==> src/rtl/seg7_scan_driver.sv <==
// seg7_scan_driver: time-multiplexed BCD 7-segment scanner with dead time, leading-zero blanking
// and frame-synchronous updates; define SEG7_HEX_EN to display codes 10..15 as A..F.
module seg7_scan_driver #(
    parameter int NUM_DIGITS = 4,
    parameter int SCAN_DIV   = 50000,
    parameter int DEAD_CYC   = 500
) (
    input  logic                    clk,
    input  logic                    rst_n,
    input  logic [4*NUM_DIGITS-1:0] data,
    input  logic [NUM_DIGITS-1:0]   dp_mask,
    input  logic                    load,
    input  logic                    lz_blank,
    output logic [7:0]              seg,
    output logic [NUM_DIGITS-1:0]   an,
    output logic                    frame_tick
);
    localparam int CW = $clog2(SCAN_DIV);
    localparam int IW = NUM_DIGITS > 2 ? $clog2(NUM_DIGITS) : 1;
    localparam logic [CW-1:0] CNT_LAST = CW'(SCAN_DIV - 1);
    localparam logic [CW-1:0] CNT_DEAD = CW'(DEAD_CYC);
    localparam logic [IW-1:0] IDX_LAST = IW'(NUM_DIGITS - 1);

    logic [CW-1:0]           cnt;
    logic [IW-1:0]           idx;
    logic [4*NUM_DIGITS-1:0] hold_data, shadow_data;
    logic [NUM_DIGITS-1:0]   hold_dp, shadow_dp, lead;
    logic                    pend, slot_end, wrap, zero_run, cur_dp, cur_lead;
    logic [3:0]              cur_nib;
    logic [7:0]              seg_next;
    logic [NUM_DIGITS-1:0]   an_next;

    function automatic logic [6:0] glyph(input logic [3:0] v);
        case (v)
            4'd0:    glyph = 7'h40;
            4'd1:    glyph = 7'h79;
            4'd2:    glyph = 7'h24;
            4'd3:    glyph = 7'h30;
            4'd4:    glyph = 7'h19;
            4'd5:    glyph = 7'h12;
            4'd6:    glyph = 7'h02;
            4'd7:    glyph = 7'h78;
            4'd8:    glyph = 7'h00;
            4'd9:    glyph = 7'h10;
`ifdef SEG7_HEX_EN
            4'd10:   glyph = 7'h08;
            4'd11:   glyph = 7'h03;
            4'd12:   glyph = 7'h46;
            4'd13:   glyph = 7'h21;
            4'd14:   glyph = 7'h06;
            4'd15:   glyph = 7'h0E;
`endif
            default: glyph = 7'h7F;
        endcase
    endfunction

    assign slot_end = cnt == CNT_LAST;
    assign wrap     = slot_end && idx == IDX_LAST;

    // lead[k]: digit k and everything above it are zero with no decimal point lit
    always_comb begin
        lead     = '0;
        zero_run = 1'b1;
        for (int k = NUM_DIGITS - 1; k >= 1; k--) begin
            zero_run = zero_run && shadow_data[4*k +: 4] == 4'd0 && !shadow_dp[k];
            lead[k]  = zero_run;
        end
        cur_nib  = '0;
        cur_dp   = 1'b0;
        cur_lead = 1'b0;
        for (int k = 0; k < NUM_DIGITS; k++) begin
            if (idx == IW'(k)) begin
                cur_nib  = shadow_data[4*k +: 4];
                cur_dp   = shadow_dp[k];
                cur_lead = lead[k];
            end
        end
        seg_next = cnt < CNT_DEAD ? 8'hFF : {~cur_dp, lz_blank && cur_lead ? 7'h7F : glyph(cur_nib)};
        an_next  = cnt < CNT_DEAD ? '1 : ~(NUM_DIGITS'(1) << idx);
    end

    always_ff @(posedge clk or negedge rst_n) begin
        if (!rst_n) begin
            cnt         <= '0;
            idx         <= '0;
            hold_data   <= '0;
            hold_dp     <= '0;
            shadow_data <= '0;
            shadow_dp   <= '0;
            pend        <= 1'b0;
            seg         <= 8'hFF;
            an          <= '1;
            frame_tick  <= 1'b0;
        end else begin
            cnt <= slot_end ? '0 : cnt + 1'b1;
            if (slot_end)
                idx <= idx >= IDX_LAST ? '0 : idx + 1'b1;
            if (load) begin
                hold_data <= data;
                hold_dp   <= dp_mask;
            end
            // shadow takes the hold value from before this edge, so a same-cycle load waits a frame
            if (wrap && pend) begin
                shadow_data <= hold_data;
                shadow_dp   <= hold_dp;
            end
            pend       <= load || (pend && !wrap);
            seg        <= seg_next;
            an         <= an_next;
            frame_tick <= wrap;
        end
    end
endmodule

==> config.mk <==
export PLATFORM = sky130hd
export DESIGN_NAME = seg7_scan_driver
export DESIGN_NICKNAME = d
export VERILOG_FILES = /design/src/rtl/seg7_scan_driver.sv
export SDC_FILE = /design/constraint.sdc
export NUM_CORES = 1
export LEC_CHECK = 0
export CAP_MARGIN = 25
export CORE_MARGIN = 5
export CORE_UTILIZATION = 55
export CTS_BUF_LIST = sky130_fd_sc_hd__clkbuf_16
export CTS_CLUSTER_DIAMETER = 80
export DETAILED_ROUTE_END_ITERATION = 8
export GPL_ROUTABILITY_DRIVEN = 0
export GPL_TIMING_DRIVEN = 0
export PLACE_DENSITY = 0.88
export SETUP_SLACK_MARGIN = 0.02
export SLEW_MARGIN = 20
export SYNTH_ARGS = -nofsm -noshare
export SYNTH_HDL_FRONTEND = slang
export SYNTH_SLANG_ARGS = --single-unit
==> constraint.sdc <==
create_clock -name clk -period 3.9 [get_ports clk]
set_input_delay 0.585 -clock clk [delete_from_list [all_inputs] [get_ports clk]]
set_output_delay 0.585 -clock clk [all_outputs]
set_load 0.005 [all_outputs]
==> flow_metrics.tcl, run 1 <==
set metrics [dict create \
    status "finished, final reports clean" \
    syn_to_final_growth_pct 24.47 \
    grt_pass1_wl_um 10860 \
    p_int_mw 1.436 \
    num_rows 28 \
    root_buffer "clkbuf_16" \
    postRouteAntennaNets 0 \
    die_h_um 87.85 \
    p_clk_frac 0.525 \
    dpl.hpwl_um 4465 \
    start_util 0.5630 \
    top_layer "met4" \
    synth.avg_cell_area_um2 12.72 \
    synth_top_family_by_area "multiplexers" \
    cts_tree "yes" \
    drt-initial-drc-count 95 \
    worst_slew_pin_slew_ns 0.6339 \
    dr_wl_met2_um 3087 \
    cts_hold_buffers 0 \
    cts_sinks 72 \
    synth-simple-area-share 0.1220 \
    yosys_warnings 0 \
    ios 37 \
    combPwrFrac 0.038 \
    fill_cells 422 \
    clock_skew_ns 0.01095 \
    slew_headroom 0.5735 \
    min_period_ns 2.587 \
    maxCapViolCount 0 \
    p_per_area_mw_per_mm2 430.8 \
    finalCritPeriodShare 0.6634 \
    ys_seq_area_frac 0.5450 \
    totalWireLength_um 6382 \
    power_switching_uw 351.5 \
    setup_viol 0 \
    fin_hold_ws_ns 0.1531 \
    worstHoldPathType "in2async" \
    post_cts_resized 0 \
    place_area_mm2 0.003805 \
    gr-total-overflow 0 \
    nNetsFinal 344 \
    synthFlopType "dfrtp_1" \
    cts_buffer_depth 2 \
    synth_nets 296 \
    route.vias.total 2141 \
    grt_usage 0.1856 \
    io_buffers 36 \
    end_kind "register" \
    grt_pass1_vias 2208 \
    synthCells 262 \
    synth_seq_cells 72 \
    reg2reg_depth 6 \
    cts_buffers 9 \
    dp_slack_ns 1.374 \
    core_area_mm2 0.005921 \
    power_mw 1.787 \
    arrival_ns 2.80 \
    synthAdderAreaFrac 0.03754 \
    path_class "reg2reg" \
    drcViolationCount 0 \
    syn_area_mm2 0.003333 \
    grt_max_degree 47 \
    final_area_mm2 0.004149 \
    synthDistinctLibCells 40 \
    wire_per_inst_um 16.36 \
    drv_slew 0 \
    synth_edf_count 0 \
    leakagePower_nw 1.820 \
    postCtsSetupRepairBufs 0 \
    met1_length_um 2810 \
    drive_gt1_frac 0.2413 \
    vdd_ir_drop_max_mv 0.3590 \
    hold_viol_final 0 \
    die_w_um 87.85 \
    cp_max_fo 10 \
    setup_slack_ns 1.313 \
    viasPerCell 5.490 \
    synthArstFlopShare 1.000 \
    antenna_found_initial 0 \
    synth.mux.area_fraction 0.1607 \
    dr_wl_met3_um 368 \
    rsz0062_at_grt "false" \
    htree_levels 3 \
    clk_pin_slew_ns 0.06 \
    fmax_mhz 386.5 \
    die_area_mm2 0.007718 \
    first_pass_iters 4 \
    synth-xor-area-share 0.03416 \
    cp.required_ns 4.11 \
    seqPwrFrac 0.437 \
    switching_share 0.1967 \
    start_kind "register" \
    clk-insertion-delay-late_ns 0.33 \
    diodes 0 \
    synth_compound_area_frac 0.06944 \
]
[path summary, 6_finish.rpt]
path | start | endpoint | slack (ns)
worst min-delay path | rst_n | cnt[13]$_DFF_PN0_ | 0.15
min in group clk | hold_data[14]$_DFFE_PN0P_ | shadow_data[14]$_DFFE_PN0P_ | 0.50
worst min register to register | hold_data[14]$_DFFE_PN0P_ | shadow_data[14]$_DFFE_PN0P_ | 0.50
max in group asynchronous | rst_n | shadow_data[5]$_DFFE_PN0P_ | 3.19
worst max register to register | cnt[10]$_DFF_PN0_ | shadow_data[11]$_DFFE_PN0P_ | 1.31
worst max-delay path | cnt[10]$_DFF_PN0_ | shadow_data[11]$_DFFE_PN0P_ | 1.31
[sequential cells by signal, summed over array words and instances, names as in the netlist]
name         cells
an               4
cnt             16
frame_tick       1
hold_data       16
hold_dp          4
idx              2
pend             1
seg              8
shadow_data     16
shadow_dp        4
[synthesized netlist by cell type (6+ instances only)]
library cell / instances / share of area
nand4_1: 6 / 0.011
nand2_1: 16 / 0.018
xnor2_1: 6 / 0.016
dfstp_2: 12 / 0.095
ha_1: 10 / 0.038
mux2_2: 20 / 0.068
nand3_1: 9 / 0.014
xor2_1: 7 / 0.018
nor2b_1: 6 / 0.011
nor2_1: 14 / 0.016
o21ai_0: 8 / 0.012
mux2_4: 20 / 0.090
inv_1: 10 / 0.011
dfrtp_1: 60 / 0.45
clkbuf_1: 7 / 0.0079
[kinds of logic (layout without fill, tap and decap cells)]
kind of cell,after synthesis,count (layout)
AND/OR/NAND/NOR,72,72
XOR/XNOR,13,13
multiplexers,41,41
AO/OA/AOI/OAI,35,35
flip-flops,72,72
buffers and inverters,19,72
adder cells (fa/ha/maj),10,10
[power groups by stage]
stage / Combinational (mW) / Sequential [mW] / Clock, mW
after global placement: 0.0646 / 0.792 / 0
final: 0.0683 / 0.782 / 0.938
after global routing: 0.0758 / 0.784 / 0.985
after detailed placement: 0.0696 / 0.794 / 0
after floorplan: 0.0263 / 0.789 / 0
after CTS: 0.0703 / 0.782 / 0.953
[placed cells by master, fill, tap and decap left out, types with 6 or more instances in the layout]
cell type	Yosys	final
ha_1	10	10
o21ai_0	8	8
clkdlybuf4s50_1	0	35
nor2b_1	6	6
xnor2_1	6	6
nand2_1	16	16
nand3_1	9	9
dfstp_2	12	12
nand4_1	6	6
clkbuf_1	7	7
dfrtp_1	60	60
mux2_4	20	20
nor2_1	14	14
xor2_1	7	7
inv_1	10	10
mux2_2	20	20
clkbuf_16	0	9
[final cells by class]
| class | instances | area (µm²) | area share |
|---|---|---|---|
| Timing Repair Buffer | 37 | 377.9 | 0.09107 |
| Clock buffer | 9 | 225.2 | 0.05428 |
| Tap cell | 75 | 93.84 | 0.02262 |
| Inverter | 10 | 37.54 | 0.009047 |
| Sequential cell | 72 | 1817 | 0.4379 |
| Clock inverter | 7 | 118.9 | 0.02865 |
| Buffer | 9 | 66.31 | 0.01598 |
| Multi-Input combinational cell | 171 | 1413 | 0.3405 |
[critical path: stages, from the launching register on]
cell and delay [ns]:
dfrtp_1 0.46, nor4_4 0.36, or4b_4 0.52, nor4_4 0.37, and3_4 0.29, buf_12 0.16, mux2_4 0.31
[routing by layer]
layer / GRT usage / vias to the layer above
met3: 0.05550 / 12
met4: 0.07113 / 0
met2: 0.2938 / 59
met1: 0.2414 / 1050
li1: - / 1020
met5: 0 / -
[per-stage QoR]
step	instances	utilization	TNS, ns
floorplan	262	-	0
global placement	373	0.6397	-0.2708
detailed placement	374	0.6426	0
CTS	390	0.7008	0
global route	390	0.7008	0
finish	390	0.7008	0
No activity file was read; power rests on OpenSTA's default activity.
==> inputs of run 2 (changes only) <==
Clock period 3.9 ns to 2.43 ns, I/O delays scaled along.
==> run 2 against run 1 <==
Power rose by 60%. Clock power rose by 60%. Die area did not move. Sequential share of layout area fell by 0.32 points. Combinational power rose by 63%. Global-route usage rose by 0.16 points. Worst hold slack improved by 0.33 ns. Flip-flop and latch count did not move. First-iteration DRC count did not move. Utilization rose by 0.61 points. Largest cell class unchanged.
==> flow_metrics.tcl, run 2 (synthesis gave the netlist of run 1 again) <==
set metrics [dict create \
    dp_slack_ns -0.09585 \
    setup_slack_ns 0.07428 \
    fmax_mhz 424.5 \
    drv_slew 0 \
    path_class "reg2reg" \
    end_kind "register" \
    clk-insertion-delay-late_ns 0.33 \
    io_buffers 36 \
    grt_pass1_vias 2229 \
    first_pass_iters 4 \
    cp.required_ns 2.64 \
    critPathBufInv 1 \
    drcViolationCount 0 \
    die_area_mm2 0.007718 \
    route.vias.total 2185 \
    diodes 0 \
    cts_tree "yes" \
    num_rows 28 \
    totalWireLength_um 6404 \
    finalCritPeriodShare 0.9694 \
    grt_usage 0.1872 \
    die_w_um 87.85 \
    layout_commonest_cell "dfrtp_1" \
    leakagePower_nw 1.843 \
    start_kind "register" \
    crit_chain "nor4_4 > or4b_4 > nor4_4 > and3_4 > buf_12 > mux2_4" \
    cts_buffers 9 \
    grt_max_degree 47 \
    dp.cells 374 \
    maxCapViolCount 0 \
    ios 37 \
    drive_gt1_frac 0.2681 \
    die_h_um 87.85 \
    cts_buffer_depth 2 \
    nNetsFinal 346 \
    drt-initial-drc-count 95 \
    setup_viol 0 \
    reg2reg_depth 6 \
    syn_to_final_growth_pct 25.56 \
    reg2reg_to "shadow_data[11]$_DFFE_PN0P_" \
    reg_top3 "cnt x16, hold_data x16, shadow_data x16" \
    worstHoldPathType "in2async" \
    root_buffer "clkbuf_16" \
    cpMostUsedCell "nor4_4" \
    cts_sinks 72 \
    final_cells 392 \
    r2r_start "cnt[11]$_DFF_PN0_" \
    cp_max_fo 10 \
    slowest_stage "or4b_4" \
    htree_levels 3 \
    p_per_area_mw_per_mm2 683.7 \
    antenna_found_initial 0 \
    gr-total-overflow 0 \
    core_area_mm2 0.005921 \
    cp_top_family "simple AND/OR/NAND/NOR gates" \
    postRouteAntennaNets 0 \
    cp_slowest_stage_delay_ns 0.51 \
    min_period_ns 2.356 \
    clk_pin_slew_ns 0.06 \
    slew_headroom 0.5848 \
    layout_common_cells "58 x dfrtp_1, 35 x clkdlybuf4s50_1, 20 x mux2_2, 20 x mux2_4, 16 x nand2_1" \
    status "finished, final reports clean" \
    vdd_ir_drop_max_mv 0.5745 \
    arrival_ns 2.56 \
    start_util 0.5630 \
    r2r_setup_slack_ns 0.07 \
    worst_slew_pin_slew_ns 0.6227 \
    clock_skew_ns 0.009770 \
    dpl.hpwl_um 4465 \
    rsz0062_at_grt "false" \
    viasPerCell 5.574 \
    hold_viol_final 0 \
    wire_per_inst_um 16.34 \
    grt_pass1_wl_um 10940 \
]
[run 2: changes by cell type in the layout (fill, tap and decap cells not counted), sizes merged]
| cell | delta |
|---|---|
| buf | +3 |
| clkbuf | -2 |
| dlygate4sd3 | +1 |
[run 2: stage by stage]
| stage | hold WS [ns] | utilization | power, mW | instance area [µm²] | setup TNS, ns |
|---|---|---|---|---|---|
| after floorplan | 0.06891 | - | 1.308 | 3333 | 0 |
| after global placement | 0.4893 | 0.6397 | 1.375 | 3787 | -82.58 |
| after detailed placement | 0.2944 | 0.6426 | 1.386 | 3805 | -1.775 |
| after CTS | 0.4803 | 0.7048 | 2.899 | 4173 | 0 |
| after global routing | 0.5136 | 0.7069 | 2.962 | 4185 | 0 |
| final | 0.4841 | 0.7069 | 2.861 | 4185 | 0 |
[run 2: worst max path at each step]
| stage | from | slack (ns) | cells past startpoint | end |
|---|---|---|---|---|
| 3_5_place_dp | cnt[10]$_DFF_PN0_ | -0.1 | 6 | shadow_data[10]$_DFFE_PN0P_ |
| 2_1_floorplan | cnt[10]$_DFF_PN0_ | 0.09 | 6 | shadow_data[0]$_DFFE_PN0P_ |
| 3_3_place_gp | rst_n | -1.26 | 1 | hold_data[1]$_DFFE_PN0P_ |
| 5_1_grt | cnt[11]$_DFF_PN0_ | 0.01 | 6 | shadow_data[11]$_DFFE_PN0P_ |
| 4_1_cts | cnt[10]$_DFF_PN0_ | 0.04 | 6 | shadow_data[11]$_DFFE_PN0P_ |
| 6_report | cnt[11]$_DFF_PN0_ | 0.07 | 6 | shadow_data[11]$_DFFE_PN0P_ |
[run 2: cell type report]
| class | count | area [µm²] |
|---|---|---|
| plain buffers | 7 | 61.31 |
| clock inverters | 7 | 118.9 |
| multi-input cells | 171 | 1419 |
| inverters | 10 | 37.54 |
| clock buffers | 9 | 225.2 |
| fillers | 414 | 1735 |
| repair buffers | 41 | 410.4 |
| flip-flops and latches | 72 | 1819 |
| well taps | 75 | 93.84 |
[run 2: repair_timing]
action	4_1_cts	5_1_grt
gates cloned	0	0
gates resized for setup	2	6
endpoints found under the setup margin	22	36
hold buffers	1	0
endpoints found under the hold margin	14	0
pin swaps	1	0
setup buffers	1	2
[run 2: routing by layer]
layer  track usage  share of wire  vias up
met2        0.2993           0.49       76
met5             0              0        -
met1        0.2414           0.43     1066
met4       0.07113          0.022        0
li1              -              -     1029
met3       0.05550          0.064       14
[run 2: report_power, final]
part / internal [mW] / total [mW] / switching, mW / leakage [nW]
clock network: 1.00 / 1.50 / 0.493 / 0.164
registers: 1.23 / 1.25 / 0.0204 / 0.896
logic: 0.0679 / 0.111 / 0.0431 / 0.783
total: 2.31 / 2.86 / 0.556 / 1.84
